## src/rtl/accel_result_serializer.sv

```systemverilog
// Snapshots the eleven accelerator result words and streams them out one per cycle over valid/ready.
// Optional checksum word: define ACCEL_SER_CHECKSUM_EN to append the XOR of the snapshot at idx 11.
module accel_result_serializer #(
   parameter int W = 16
) (
   input  logic         clk,
   input  logic         rst_n,
   input  logic         cap_valid,
   output logic         cap_ready,
   input  logic [W-1:0] add_in,
   input  logic [W-1:0] mul_in,
   input  logic [W-1:0] div_in,
   input  logic [W-1:0] min_in,
   input  logic [W-1:0] max_in,
   input  logic [W-1:0] mac_in,
   input  logic [W-1:0] vdot_in,
   input  logic [W-1:0] t00_in,
   input  logic [W-1:0] t01_in,
   input  logic [W-1:0] t10_in,
   input  logic [W-1:0] t11_in,
   output logic         out_valid,
   input  logic         out_ready,
   output logic [W-1:0] out_data,
   output logic [3:0]   out_idx,
   output logic         out_last,
   output logic         busy,
   output logic [7:0]   frame_cnt
);

`ifdef ACCEL_SER_CHECKSUM_EN
   localparam int NW = 12;
`else
   localparam int NW = 11;
`endif
   localparam logic [3:0] LAST_IDX = 4'(NW - 1);

   typedef enum logic {
      IDLE,
      DRAIN
   } state_t;

   state_t         state;
   state_t         state_nxt;
   logic [3:0]     idx;
   logic [W-1:0]   snap [NW];
   logic           cap_fire;
   logic           out_fire;
   logic           at_last;

`ifdef ACCEL_SER_CHECKSUM_EN
   function automatic logic [W-1:0] checksum_f(
      input logic [W-1:0] a0, input logic [W-1:0] a1, input logic [W-1:0] a2,
      input logic [W-1:0] a3, input logic [W-1:0] a4, input logic [W-1:0] a5,
      input logic [W-1:0] a6, input logic [W-1:0] a7, input logic [W-1:0] a8,
      input logic [W-1:0] a9, input logic [W-1:0] a10);
      return a0 ^ a1 ^ a2 ^ a3 ^ a4 ^ a5 ^ a6 ^ a7 ^ a8 ^ a9 ^ a10;
   endfunction
`endif

   assign at_last  = (idx == LAST_IDX);
   assign cap_fire = (state == IDLE) && cap_valid;
   assign out_fire = (state == DRAIN) && out_ready;

   always_ff @(posedge clk or negedge rst_n) begin
      if (!rst_n) state <= IDLE;
      else        state <= state_nxt;
   end

   always_comb begin
      state_nxt = state;
      case (state)
         IDLE:    if (cap_valid) state_nxt = DRAIN;
         DRAIN:   if (out_ready && at_last) state_nxt = IDLE;
         default: state_nxt = IDLE;
      endcase
   end

   // idx only returns to 0 through capture or the final handshake, never by overflow
   always_ff @(posedge clk or negedge rst_n) begin
      if (!rst_n) begin
         idx <= '0;
      end else if (cap_fire) begin
         idx <= '0;
      end else if (out_fire) begin
         idx <= at_last ? 4'd0 : idx + 4'd1;
      end
   end

   always_ff @(posedge clk or negedge rst_n) begin
      if (!rst_n) begin
         for (int i = 0; i < NW; i++) snap[i] <= '0;
      end else if (cap_fire) begin
         snap[0]  <= add_in;
         snap[1]  <= mul_in;
         snap[2]  <= div_in;
         snap[3]  <= min_in;
         snap[4]  <= max_in;
         snap[5]  <= mac_in;
         snap[6]  <= vdot_in;
         snap[7]  <= t00_in;
         snap[8]  <= t01_in;
         snap[9]  <= t10_in;
         snap[10] <= t11_in;
`ifdef ACCEL_SER_CHECKSUM_EN
         snap[11] <= checksum_f(add_in, mul_in, div_in, min_in, max_in, mac_in,
                                vdot_in, t00_in, t01_in, t10_in, t11_in);
`endif
      end
   end

   always_ff @(posedge clk or negedge rst_n) begin
      if (!rst_n)                   frame_cnt <= '0;
      else if (out_fire && at_last) frame_cnt <= frame_cnt + 8'd1;
   end

   // Outputs decode only from state, idx and the snapshot
   assign cap_ready = (state == IDLE);
   assign out_valid = (state == DRAIN);
   assign busy      = (state == DRAIN);
   assign out_idx   = idx;
   assign out_last  = (state == DRAIN) && at_last;
   assign out_data  = (state == DRAIN) ? snap[idx] : '0;

endmodule

```

## config.mk

```make
export PLATFORM = sky130hd
export DESIGN_NAME = accel_result_serializer
export DESIGN_NICKNAME = d
export VERILOG_FILES = /design/src/rtl/accel_result_serializer.sv
export SDC_FILE = /design/constraint.sdc
export NUM_CORES = 1
export LEC_CHECK = 0
export ABC_AREA = 1
export ABC_CLOCK_PERIOD_IN_PS = 4950
export CORE_ASPECT_RATIO = 1.2
export CORE_MARGIN = 2
export CORE_UTILIZATION = 50
export CTS_CLUSTER_SIZE = 8
export DETAILED_ROUTE_END_ITERATION = 7
export HOLD_SLACK_MARGIN = 0.06
export PLACE_DENSITY = 0.8
export SLEW_MARGIN = 0
export SYNTH_ARGS = -nofsm -noshare
export SYNTH_HDL_FRONTEND = slang
export SYNTH_SLANG_ARGS = --single-unit
```

## constraint.sdc

```tcl
create_clock -name clk -period 4.95 [get_ports clk]
set_input_delay 0.495 -clock clk [delete_from_list [all_inputs] [get_ports clk]]
set_output_delay 0.495 -clock clk [all_outputs]
set_load 0.02 [all_outputs]
```

==> out/results.txt <==
First drt pass iteration count: 5
Post-CTS Setup Repair Bufs: 0
Gp weighted congestion: 0.838
Worst Clk Skew: 7.56 ps
Clock buffer depth: 2
Area of the die: 19300 um^2
Skew-Pair Late Insertion Delay: 440 ps
Sequential share of the synthesized area: 52.0%
Post-synth EDFFs: 0
Antenna Nets Post-Route: 0
Vias/cell: 5.22
RSZ-0062 raised after global routing: no
Final period utilization: 74.2%
Hold bufs inserted after CTS: 0
Maximum vdd ir drop: 0.693 mV
Critical Path RT: 4450 ps
Worst EP arrival: 3180 ps
CTS tree: yes
Final WS setup: 1280 ps
Wire length of the first global-routing pass: 40.5 mm
Synth Net Count: 1384
P_sw: 0.00311 W
Combinational share of power: 45.0%
H-tree depth: 4
Reg power frac: 36.4%
Internal: 0.00427 W
Outcome: completed
CTS root buf: clkbuf_16
Minimum clock period: 3670 ps
CP peak stage delay: 740 ps
Num rows: 54
Tot GR Track Use: 27.3%
Die Y-Extent: 152 um
Pre-CTS WS: 1820 ps
Routed Wire Length: 26.1 mm
# DRC: 0
Distinct cells, synth: 22
Slew headroom: 32.4%
Fmax: 272 MHz
Setup TNS: 0 ps
Ports: 212
Top-area cell type share of the netlist area: 52.0%
Initial antenna violation count: 0
Ys flop type: dfrtp_1
Routed wire per std cell: 16.3 um
Post-Syn Instances: 1201
Yosys warns: 0
Setup violations, final: 0
Leading area contributor after synthesis: dfrtp_1
Endpoints failing hold: 0
DR vias: 8359
CTS resizes: 0
DP Wirelength: 18.5 mm
# diodes: 0
Power Dens Cells: 625 nW/um^2
Vias in the first global route: 7983
Count of input and output buffers: 211
Top cells by count, synth: 459 x nand2_1, 189 x dfrtp_1, 137 x o21ai_0
Synth-to-layout area growth: 29.9%
Max_cap viols: 0
LEAKAGE: 5.66 nW
Die W: 127 um
Clock slew at reported path FFs: 70 ps
Worst hold path class: input pin to asynchronous set/reset pin
Initial Util: 50.4%
Ranking of synthesized cells by area: dfrtp_1 52%, nand2_1 19%, o21ai_0 7.5%
Most common cell in the netlist: nand2_1
Critical Path Start Type: flop
Clock Sinks: 189
Max Slew Vio Count: 0
Clk pwr share: 18.6%
Critical path endpoint category: output port
Critical Path, Cell by Cell: buf_4 > nor2_1 > nor2_1 > nand2_1 > nand3_1 > nand3_1 > a21oi_1 > clkdlybuf4s50_1
Post-synth ARST share: 100%
CP Class: flop to output port
Filler Cells Inserted: 1527
Core ar.: 18000 um^2
Yosys reg bits: 189
Worst slew pin tran: 1010 ps
Pin count of the biggest net entering global routing: 135
Netlist Area Pre-Place: 9100 um^2
Pwr Total: 0.00739 W
Switching power share of the total: 42.2%
Critical path peak fanout: 101
DRT iter0 DRCs: 755
Slowest stage cell, crit path: buf_4
CTS buffer count: 17
Gr ovfl total: 0
Share of layout cells above drive strength 1: 3.99%
Nets@finish: 1547
Synth Area per Inst: 7.57 um^2
-- power groups by stage --
stage | logic [W] | registers (W) | clock network (W)
after floorplan | 0.00211 | 0.00260 | 0
after global placement | 0.00322 | 0.00267 | 0
after detailed placement | 0.00327 | 0.00270 | 0
after CTS | 0.00330 | 0.00268 | 0.00139
after global routing | 0.00368 | 0.00276 | 0.00146
final | 0.00333 | 0.00269 | 0.00137
-- final timing paths --
kind	start	slack [ps]	end	cells past startpoint
min in group clk	snap[174]$_DFFE_PN0P_	470	snap[174]$_DFFE_PN0P_	2
hold reg to reg	snap[174]$_DFFE_PN0P_	470	snap[174]$_DFFE_PN0P_	2
setup / recovery	out_idx[0]$_DFFE_PN0P_	1280	out_data[11]	8
setup reg to reg	out_idx[0]$_DFFE_PN0P_	2890	frame_cnt[5]$_DFFE_PN0P_	7
max in group asynchronous	rst_n	3700	snap[82]$_DFFE_PN0P_	2
hold / removal	rst_n	170	frame_cnt[2]$_DFFE_PN0P_	1
-- layer usage --
| layer | global-route usage [%] | vias to the layer above | part of all wire (%) | wire, um |
|---|---|---|---|---|
| li1 | - | 4045 | - | - |
| met1 | 36.1 | 3883 | 42 | 11000 |
| met2 | 43.0 | 360 | 47 | 12300 |
| met3 | 5.09 | 71 | 6.2 | 1610 |
| met4 | 14.6 | 0 | 4.8 | 1250 |
| met5 | 0 | - | 0 | 0 |
-- stage by stage --
stage          instances  utilization (%)  hold slack, ps  instance area [um^2]
2_1_floorplan       1201                -             199                  9100
3_3_place_gp        1569             62.2             452                 11200
3_5_place_dp        1569             62.2             458                 11200
4_1_cts             1601             65.5             200                 11800
5_1_grt             1601             65.5             231                 11800
6_report            1601             65.5             170                 11800
-- cell families (layout without fill, tap and decap cells) --
| logic type | after synthesis | in the layout | share of synthesized area (%) |
|---|---|---|---|
| AO/OA/AOI/OAI | 168 | 168 | 9.28 |
| XOR/XNOR | 9 | 9 | 0.867 |
| adder cells (fa/ha/maj) | 3 | 3 | 0.413 |
| buffers and inverters | 199 | 375 | 9.08 |
| flip-flops | 189 | 189 | 52.0 |
| AND/OR/NAND/NOR | 633 | 633 | 28.4 |
-- worst max-delay path, delay by kind of cell, from the launching register on --
kind,cells,cell delay (ps)
AOI/OAI and AO/OA,1,210
DFF,1,410
buffers and inverters,2,1390
and+or+nand+nor,5,680
-- state kept, by name (all words and copies together), names as in the netlist --
register / cells
snap: 176
frame_cnt: 8
out_idx: 4
busy: 1
-- cell usage in the layout, fill, tap and decap left out --
cell,count
inv_1,119
xor2_1,6
nor2_8,2
bufinv_16,1
nand3_1,113
nand2_4,3
o21ai_1,11
buf_4,5
inv_2,5
nor2_4,1
dfrtp_2,1
clkinv_4,5
nand2_1,459
clkbuf_8,2
xnor2_1,3
clkbuf_16,17
o21ai_0,137
clkdlybuf4s50_1,210
clkinv_1,1
nor2_2,2
ha_1,3
inv_8,3
nor2_1,52
o22ai_1,3
clkinvlp_4,1
buf_12,2
inv_6,4
dfrtp_1,187
nand4_1,1
dfrtp_4,1
a21oi_1,17
-- area by class of cell --
type	count	area [um^2]	share of cell area [%]
Sequential cell	189	4730	40.1
Multi-Input combinational cell	813	3550	30.0
Timing Repair Buffer	218	2190	18.6
Inverter	125	469	3.97
Clock buffer	18	439	3.72
Tap cell	224	280	2.37
Clock inverter	14	150	1.27
No activity file was read; power rests on OpenSTA's default activity.
